**src/rtl/sample_deserializer_pkg.sv**
```systemverilog
// Shared helpers for the Pease FFT datapath blocks.
package sample_deserializer_pkg;

  // Reverse the low 'width' bits of value; the bits above width come back as zero.
  function automatic logic [31:0] bit_reverse(input logic [31:0] value, input int width);
    logic [31:0] r;
    r = '0;
    for (int i = 0; i < 32; i++) begin
      if (i < width) r[i] = value[width-1-i];
    end
    return r;
  endfunction

endpackage

```
**src/rtl/sample_deserializer.sv**
```systemverilog
// Serial-to-parallel frame collector ahead of the Pease FFT stages.
// A single buffer alternates between filling (RECV) and presenting a whole frame (SEND).
module sample_deserializer
  import sample_deserializer_pkg::*;
#(
  parameter int N_SAMPLES   = 8,
  parameter int BIT_WIDTH   = 32,
  parameter int BIT_REVERSE = 0
) (
  input  logic                 clk,
  input  logic                 reset,
  input  logic [BIT_WIDTH-1:0] recv_msg,
  input  logic                 recv_val,
  output logic                 recv_rdy,
  output logic [BIT_WIDTH-1:0] send_msg [N_SAMPLES],
  output logic                 send_val,
  input  logic                 send_rdy
);

  localparam int CNT_W = $clog2(N_SAMPLES);
  localparam logic [0:0] ST_RECV = 1'b0;
  localparam logic [0:0] ST_SEND = 1'b1;

  logic [0:0]           r_state;
  logic [0:0]           w_state_nxt;
  logic [CNT_W-1:0]     r_count;
  logic [CNT_W-1:0]     w_count_nxt;
  logic [CNT_W-1:0]     w_idx;
  logic                 w_recv_xfer;
  logic                 w_send_xfer;
  logic [BIT_WIDTH-1:0] r_buf [N_SAMPLES];

  assign recv_rdy = (r_state == ST_RECV);
  assign send_val = (r_state == ST_SEND);

  always_comb begin
    w_recv_xfer = recv_val && (r_state == ST_RECV);
    w_send_xfer = send_rdy && (r_state == ST_SEND);
    w_state_nxt = r_state;
    w_count_nxt = r_count;
    if (BIT_REVERSE != 0) w_idx = CNT_W'(bit_reverse(32'(r_count), CNT_W));
    else                  w_idx = r_count;
    if (w_recv_xfer) begin
      // Count is a power-of-two width, so the last sample wraps it to zero naturally.
      w_count_nxt = r_count + 1'b1;
      if (r_count == CNT_W'(N_SAMPLES - 1)) w_state_nxt = ST_SEND;
    end
    if (w_send_xfer) w_state_nxt = ST_RECV;
  end

  always_ff @(posedge clk or negedge reset) begin
    if (!reset) begin
      r_state <= ST_RECV;
      r_count <= '0;
    end else begin
      r_state <= w_state_nxt;
      r_count <= w_count_nxt;
    end
  end

  for (genvar i = 0; i < N_SAMPLES; i++) begin : g_buf
    always_ff @(posedge clk or negedge reset) begin
      if (!reset)                                    r_buf[i] <= '0;
      else if (w_recv_xfer && (w_idx == CNT_W'(i)))  r_buf[i] <= recv_msg;
    end
    assign send_msg[i] = r_buf[i];
  end

endmodule
```
**config.mk**
```make
export PLATFORM = sky130hd
export DESIGN_NAME = sample_deserializer
export DESIGN_NICKNAME = d
export VERILOG_FILES = /design/src/rtl/sample_deserializer_pkg.sv /design/src/rtl/sample_deserializer.sv
export SDC_FILE = /design/constraint.sdc
export NUM_CORES = 1
export LEC_CHECK = 0
export ABC_AREA = 1
export ABC_CLOCK_PERIOD_IN_PS = 4000
export BUFFER_PORTS_ARGS = -buffer_cell sky130_fd_sc_hd__buf_4
export CAP_MARGIN = 40
export CORE_ASPECT_RATIO = 0.5
export CORE_UTILIZATION = 35
export CTS_CLUSTER_SIZE = 16
export DETAILED_ROUTE_END_ITERATION = 10
export HOLD_SLACK_MARGIN = 0.12
export PLACE_DENSITY = 0.59
export SYNTH_ARGS = -nofsm -noshare
export SYNTH_HDL_FRONTEND = slang
export SYNTH_SLANG_ARGS = --single-unit
```
**constraint.sdc**
```tcl
create_clock -name clk -period 4 [get_ports clk]
set_input_delay 0.2 -clock clk [delete_from_list [all_inputs] [get_ports clk]]
set_output_delay 0.2 -clock clk [all_outputs]
set_load 0.005 [all_outputs]
```
==> results of run 1 <==
[flip-flops by register name (all words and copies together), names as in the netlist]
signal    cells
send_val      1
r_count       3
send_msg    256
[power groups by stage]
stage	sequential, W	combinational [W]	clock, W
CTS	0.00452	0.00420	0.00243
finish	0.00452	0.00413	0.00237
global placement	0.00452	0.00405	0
detailed placement	0.00455	0.00416	0
global route	0.00465	0.00458	0.00254
floorplan	0.00452	0.00168	0
[cell families (layout without fill, tap and decap cells)]
kind of cell    count (synthesis)  after routing  share of synthesized area
compound gates                  3              3                    0.00144
flops                         260            260                      0.623
xor+xnor                        1              1                   0.000838
simple gates                  791            791                      0.305
buf+inv                       105            398                     0.0632
fa+ha+maj                       6              6                    0.00719
[layer usage]
metal  GRT usage  vias up  part of all wire
li1            -     4110                 -
met1       0.292     4318              0.43
met2       0.370      239              0.49
met3      0.0353       65             0.049
met4      0.0772        0             0.029
met5           0        -                 0
[worst max-delay path: stages, from the launching register on]
cell     delay (ns)
dfrtp_1        0.41
inv_1          0.11
ha_1           0.17
inv_1          0.06
nor2_4         0.71
nand2_4        0.43
nand2_1        0.17
nand2_1        0.06
[synthesized netlist by cell type, drive strengths merged]
library cell / n / area (um2)
buf: 87 / 593
clkbuf: 5 / 18.8
dfrtp: 260 / 6510
ha: 6 / 75.1
inv: 13 / 48.8
nand2: 686 / 2600
nand3: 96 / 480
nor2: 9 / 101
o21ai: 3 / 15.0
xor2: 1 / 8.76
[how the worst min path moves through the flow]
stage,start,endpoint,slack (ns),cells past startpoint
6_report,recv_val,send_msg[169],0.16,5
3_5_place_dp,reset,send_msg[37],0.27,1
5_1_grt,recv_val,send_msg[255],0.18,5
3_3_place_gp,reset,send_msg[37],0.27,1
2_1_floorplan,reset,r_count[0],-0.1,0
4_1_cts,recv_val,send_msg[169],0.13,5
[final cells by class]
| cell class | count | share of cell area |
|---|---|---|
| Clock buffer | 38 | 0.0510 |
| Clock inverter | 7 | 0.00661 |
| Inverter | 13 | 0.00353 |
| Multi-Input combinational cell | 801 | 0.237 |
| Sequential cell | 260 | 0.471 |
| Tap cell | 391 | 0.0354 |
| Timing Repair Buffer | 340 | 0.195 |
[metrics by stage]
step	std cells	instance area [um2]	total power [W]
5_1_grt	1850	13800	0.0118
2_1_floorplan	1166	10400	0.00621
4_1_cts	1850	13800	0.0111
6_report	1850	13800	0.0110
3_3_place_gp	1769	12600	0.00858
3_5_place_dp	1771	12700	0.00870
[repair_timing]
item                                   in CTS  in global routing
setup buffers                               0                  0
hold buffers                               34                  0
endpoints found under the hold margin     353                  0
==> impl_metrics.csv, run 1 <==
group,metric,value,unit
final_layout,antennaDiodeCount,0,
placement,port_buffers,293,
sta,hold_viol_final,0,
power_and_ir_drop,cellInternalPower,0.00718,W
route,vias,8732,
sta,finalWorstPathRequiredPeriod,2.26,ns
global_routing,grt_util_all_layers,0.220,
die,io_pins,294,
die,die_y,124,um
global_routing,grt_max_degree,111,
critical_path,r2r_cells,7,
synthesis,ys_seq_area_frac,0.623,
sta,whs,0.164,ns
die,start_util,0.358,
critical_path,path_class,"reg -> reg",
critical_path,r2r-start,"r_count[1]",
clock_network,cts_tree,"yes",
final_layout,fillers,2848,
sta,report.final.setup_viol,0,
sta,rsz0062_at_grt,"no",
critical_path,end_kind,"register",
power_and_ir_drop,sw_frac_of_total,0.348,
sta,finalSetupTns,0,ns
clock_network,cts-root-buf,"clkbuf_16",
sta,tightest_slew,0.939,ns
critical_path,cp-startpoint,"r_count[1]",
sta,timing.final.max_slew_violations,0,
route,antenna_left,0,
power_and_ir_drop,p_per_area,797,nW/um2
critical_path,critPathLaunchType,"register",
route,drtIter0Drc,611,
final_layout,nets,1483,
clock_network,clk-insertion-delay-late,0.54,ns
synthesis,synth_nets,1208,
clock_network,cts.clk_slew.worst_paths,0.07,ns
power_and_ir_drop,p_sw,0.00384,W
final_layout,areaGrowthSynthToFinish,32.3,%
clock_network,ctsResizeCount,0,
sta,fin_skew,0.0209,ns
die,fp.dieW,246,um
sta,post-route-period-util,0.564,
critical_path,worstSetupEndpoint,"send_msg[219]",
power_and_ir_drop,p_comb_frac,0.375,
route,wl_per_cell,18.6,um
sta,setup_ws,1.74,ns
critical_path,worstPathMaxFanout,33,
critical_path,reg2reg_to,"send_msg[219]",
critical_path,worstPathRequired,4.41,ns
die,dieArea,30600,um2
placement,gp_congestion,0.831,
sta,fmax,0.443,GHz
power_and_ir_drop,cellLeakagePower,7.68,nW
final_layout,multi_input_area,3280,um2
route,drc,0,
clock_network,clock-sinks,260,
final_layout,drive_gt1_frac,0.243,
final_layout,utilization,0.474,
die,fp.coreArea,29200,um2
critical_path,r2r_slack,1.74,ns
placement,dpl.hpwl,23200,um
global_routing,grt_pass1_vias,8399,
global_routing,overflow,0,
route,avgViaCountPerCell,4.72,
die,row_count,44,
power_and_ir_drop,max-vdd-ir-drop,0.000337,V
synthesis,ys_ff_latch,260,
synthesis,ys_types,15,
sta,slew_headroom,0.372,
synthesis,syn-cell-area,10400,um2
final_layout,final_cell_mix,"nand2_1 (682), buf_4 (302), dfrtp_1 (260)",
placement,place_ws,1.80,ns
final_layout,final_common_cell,"nand2_1",
synthesis,avgSynthCellArea,8.96,um2
critical_path,arrival,2.67,ns
final_layout,register_area,6510,um2
route,drt_first_pass_iters,5,
route,drt-total-wl,34500,um
run_status,status,"completed",
clock_network,numCtsBuffers,25,
power_and_ir_drop,p_seq_frac,0.410,
global_routing,grt_pass1_wl,50900,um
clock_network,cts_buffer_depth,3,
global_routing,grt_antenna_before_repair,0,
synthesis,ys.warnings.count,0,
run,maxCapViolations,0,
clock_network,htree_levels,1,
min_path,hold_path.class,"in -> reg",
synthesis,netlist_instances,1166,
power_and_ir_drop,p_clk_frac,0.215,
Note: power is estimated with default switching activity, not from simulation.
==> run 2: changes to the inputs <==
--- a/config.mk
+++ b/config.mk
@@ -6,7 +6,7 @@
 export NUM_CORES = 1
 export LEC_CHECK = 0
 export ABC_AREA = 1
-export ABC_CLOCK_PERIOD_IN_PS = 4000
+export ABC_CLOCK_PERIOD_IN_PS = 2050
 export BUFFER_PORTS_ARGS = -buffer_cell sky130_fd_sc_hd__buf_4
 export CAP_MARGIN = 40
 export CORE_ASPECT_RATIO = 0.5
@@ -14,7 +14,7 @@
 export CTS_CLUSTER_SIZE = 16
 export DETAILED_ROUTE_END_ITERATION = 10
 export HOLD_SLACK_MARGIN = 0.12
-export PLACE_DENSITY = 0.59
+export PLACE_DENSITY = 0.62
 export SYNTH_ARGS = -nofsm -noshare
 export SYNTH_HDL_FRONTEND = slang
 export SYNTH_SLANG_ARGS = --single-unit
==> constraint.sdc (replaced) <==
create_clock -name clk -period 2.05 [get_ports clk]
set_input_delay 0.1025 -clock clk [delete_from_list [all_inputs] [get_ports clk]]
set_output_delay 0.1025 -clock clk [all_outputs]
set_load 0.005 [all_outputs]
==> impl_metrics.csv, run 2 (synthesized netlist as in run 1, its figures left out) <==
group,metric,value,unit
global_routing,grt_antenna_before_repair,0,
route,antenna_left,0,
sta,post-route-period-util,0.910,
critical_path,r2r-start,"r_count[0]",
critical_path,cp_top_family,"simple AND/OR/NAND/NOR gates",
critical_path,cp_num_buf_inv,1,
critical_path,path_cells,"ha_1 -> ha_1 -> inv_1 -> nor2_4 -> nand2_1 -> nand2_1",
global_routing,grt_pass1_wl,51300,um
sta,report.final.setup_viol,0,
min_path,hold_start,"send_rdy",
placement,place_area,12800,um2
die,start_util,0.358,
critical_path,arrival,2.33,ns
critical_path,worstPathRequired,2.51,ns
final_layout,drive_gt1_frac,0.255,
route,drt-total-wl,34700,um
die,fp.coreArea,29200,um2
route,highest_layer,"met4",
critical_path,worstPathMaxFanout,32,
route,drtIter0Drc,766,
die,io_pins,294,
sta,fin_skew,0.0109,ns
clock_network,htree_levels,1,
placement,placed_cells,1787,
sta,timing.final.max_slew_violations,0,
clock_network,numCtsBuffers,26,
final_layout,final_common_cell,"nand2_1",
clock_network,cts_tree,"yes",
critical_path,slowest_delay,0.69,ns
clock_network,clock-sinks,260,
clock_network,clk-insertion-delay-late,0.53,ns
route,wl_per_cell,18.6,um
route,avgViaCountPerCell,4.78,
final_layout,antennaDiodeCount,0,
clock_network,cts_buffer_depth,3,
clock_network,post-cts-setup-buffers,0,
power_and_ir_drop,max-vdd-ir-drop,0.000661,V
sta,tightest_slew,0.871,ns
run_status,status,"completed",
route,dr_wl_met2,17000,um
sta,setup_ws,0.185,ns
route,drc,0,
critical_path,critPathLaunchType,"register",
die,fp.dieW,246,um
critical_path,cpMaxStageDelayCell,"nor2_4",
sta,hold_viol_final,0,
final_layout,final_area,14100,um2
final_layout,largest_register_ff_count,256,
final_layout,utilization,0.482,
sta,slew_headroom,0.418,
die,row_count,44,
power_and_ir_drop,p_per_area,1570,nW/um2
final_layout,layout.cells.non_filler,1868,
sta,rsz0062_at_grt,"no",
critical_path,end_kind,"register",
route,wl_met1,14600,um
sta,fmax,0.536,GHz
sta,finalSetupTns,0,ns
die,dieArea,30600,um2
power_and_ir_drop,cellLeakagePower,7.83,nW
run,maxCapViolations,0,
sta,finalWorstPathRequiredPeriod,1.87,ns
critical_path,cp-startpoint,"r_count[0]",
global_routing,grt_util_all_layers,0.222,
placement,port_buffers,293,
placement,dpl.hpwl,24000,um
route,wl_met3,1750,um
final_layout,areaGrowthSynthToFinish,34.7,%
min_path,hold_path.class,"in -> reg",
global_routing,grt_pass1_vias,8407,
global_routing,overflow,0,
clock_network,cts-root-buf,"clkbuf_16",
route,drt_first_pass_iters,7,
final_layout,final_cell_mix,"nand2_1 (682), buf_4 (315), dfrtp_1 (260)",
final_layout,fillers,2768,
global_routing,grt_max_degree,69,
placement,gp_congestion,0.850,
placement,place_ws,0.231,ns
critical_path,path_class,"reg -> reg",
die,die_y,124,um
route,vias,8929,
final_layout,nets,1502,
clock_network,cts.clk_slew.worst_paths,0.06,ns
==> run 2: worst paths after layout <==
| check | endpoint | slack [ns] | depth (start not counted) |
|---|---|---|---|
| max | send_msg[133] | 0.18 | 6 |
| min | send_val | 0.31 | 3 |
| max reg2reg | send_msg[133] | 0.18 | 6 |
| min reg2reg | send_msg[181] | 0.47 | 2 |
| max in group asynchronous | send_msg[34] | 0.65 | 4 |
| min in group asynchronous | send_msg[48] | 0.60 | 3 |
==> run 2: cell type report <==
cell class                      instances  area, um2  share of cell area
Timing Repair Buffer                  358       2860               0.203
Clock buffer                           37        763              0.0542
Sequential cell                       260       6510               0.462
Multi-Input combinational cell        801       3280               0.233
Clock inverter                          8        124             0.00880
Inverter                               13       48.8             0.00347
Tap cell                              391        489              0.0348
==> run 2: tightest hold or removal path: stages <==
cell and delay, ns:
dlygate4sd3_1 0.54, buf_4 0.10, o21ai_0 0.06
==> run 2: per-stage QoR <==
stage | hold slack (ns) | total power, W
final | 0.312 | 0.0220
after detailed placement | 0.0588 | 0.0171
after global routing | 0.303 | 0.0235
after floorplan | -0.193 | 0.0121
after CTS | 0.301 | 0.0223
after global placement | 0.0430 | 0.0169
==> run 2: what timing repair did <==
| item | 4_1_cts | 5_1_grt |
|---|---|---|
| resized for setup | 0 | 0 |
| endpoints found under the hold margin | 520 | 0 |
| hold buffers | 36 | 0 |
==> run 2: where the power goes <==
group,internal [W],switching (W),total [W]
Combinational,0.00409,0.00421,0.00829
Clock,0.00296,0.00199,0.00496
Sequential,0.00741,0.00138,0.00880
Total,0.0145,0.00758,0.0220
==> run 2: metal layers <==
metal / track usage / vias to the layer above
li1: - / 4132
met4: 0.0953 / 0
met3: 0.0330 / 91
met1: 0.299 / 4414
met2: 0.361 / 292
met5: 0 / -
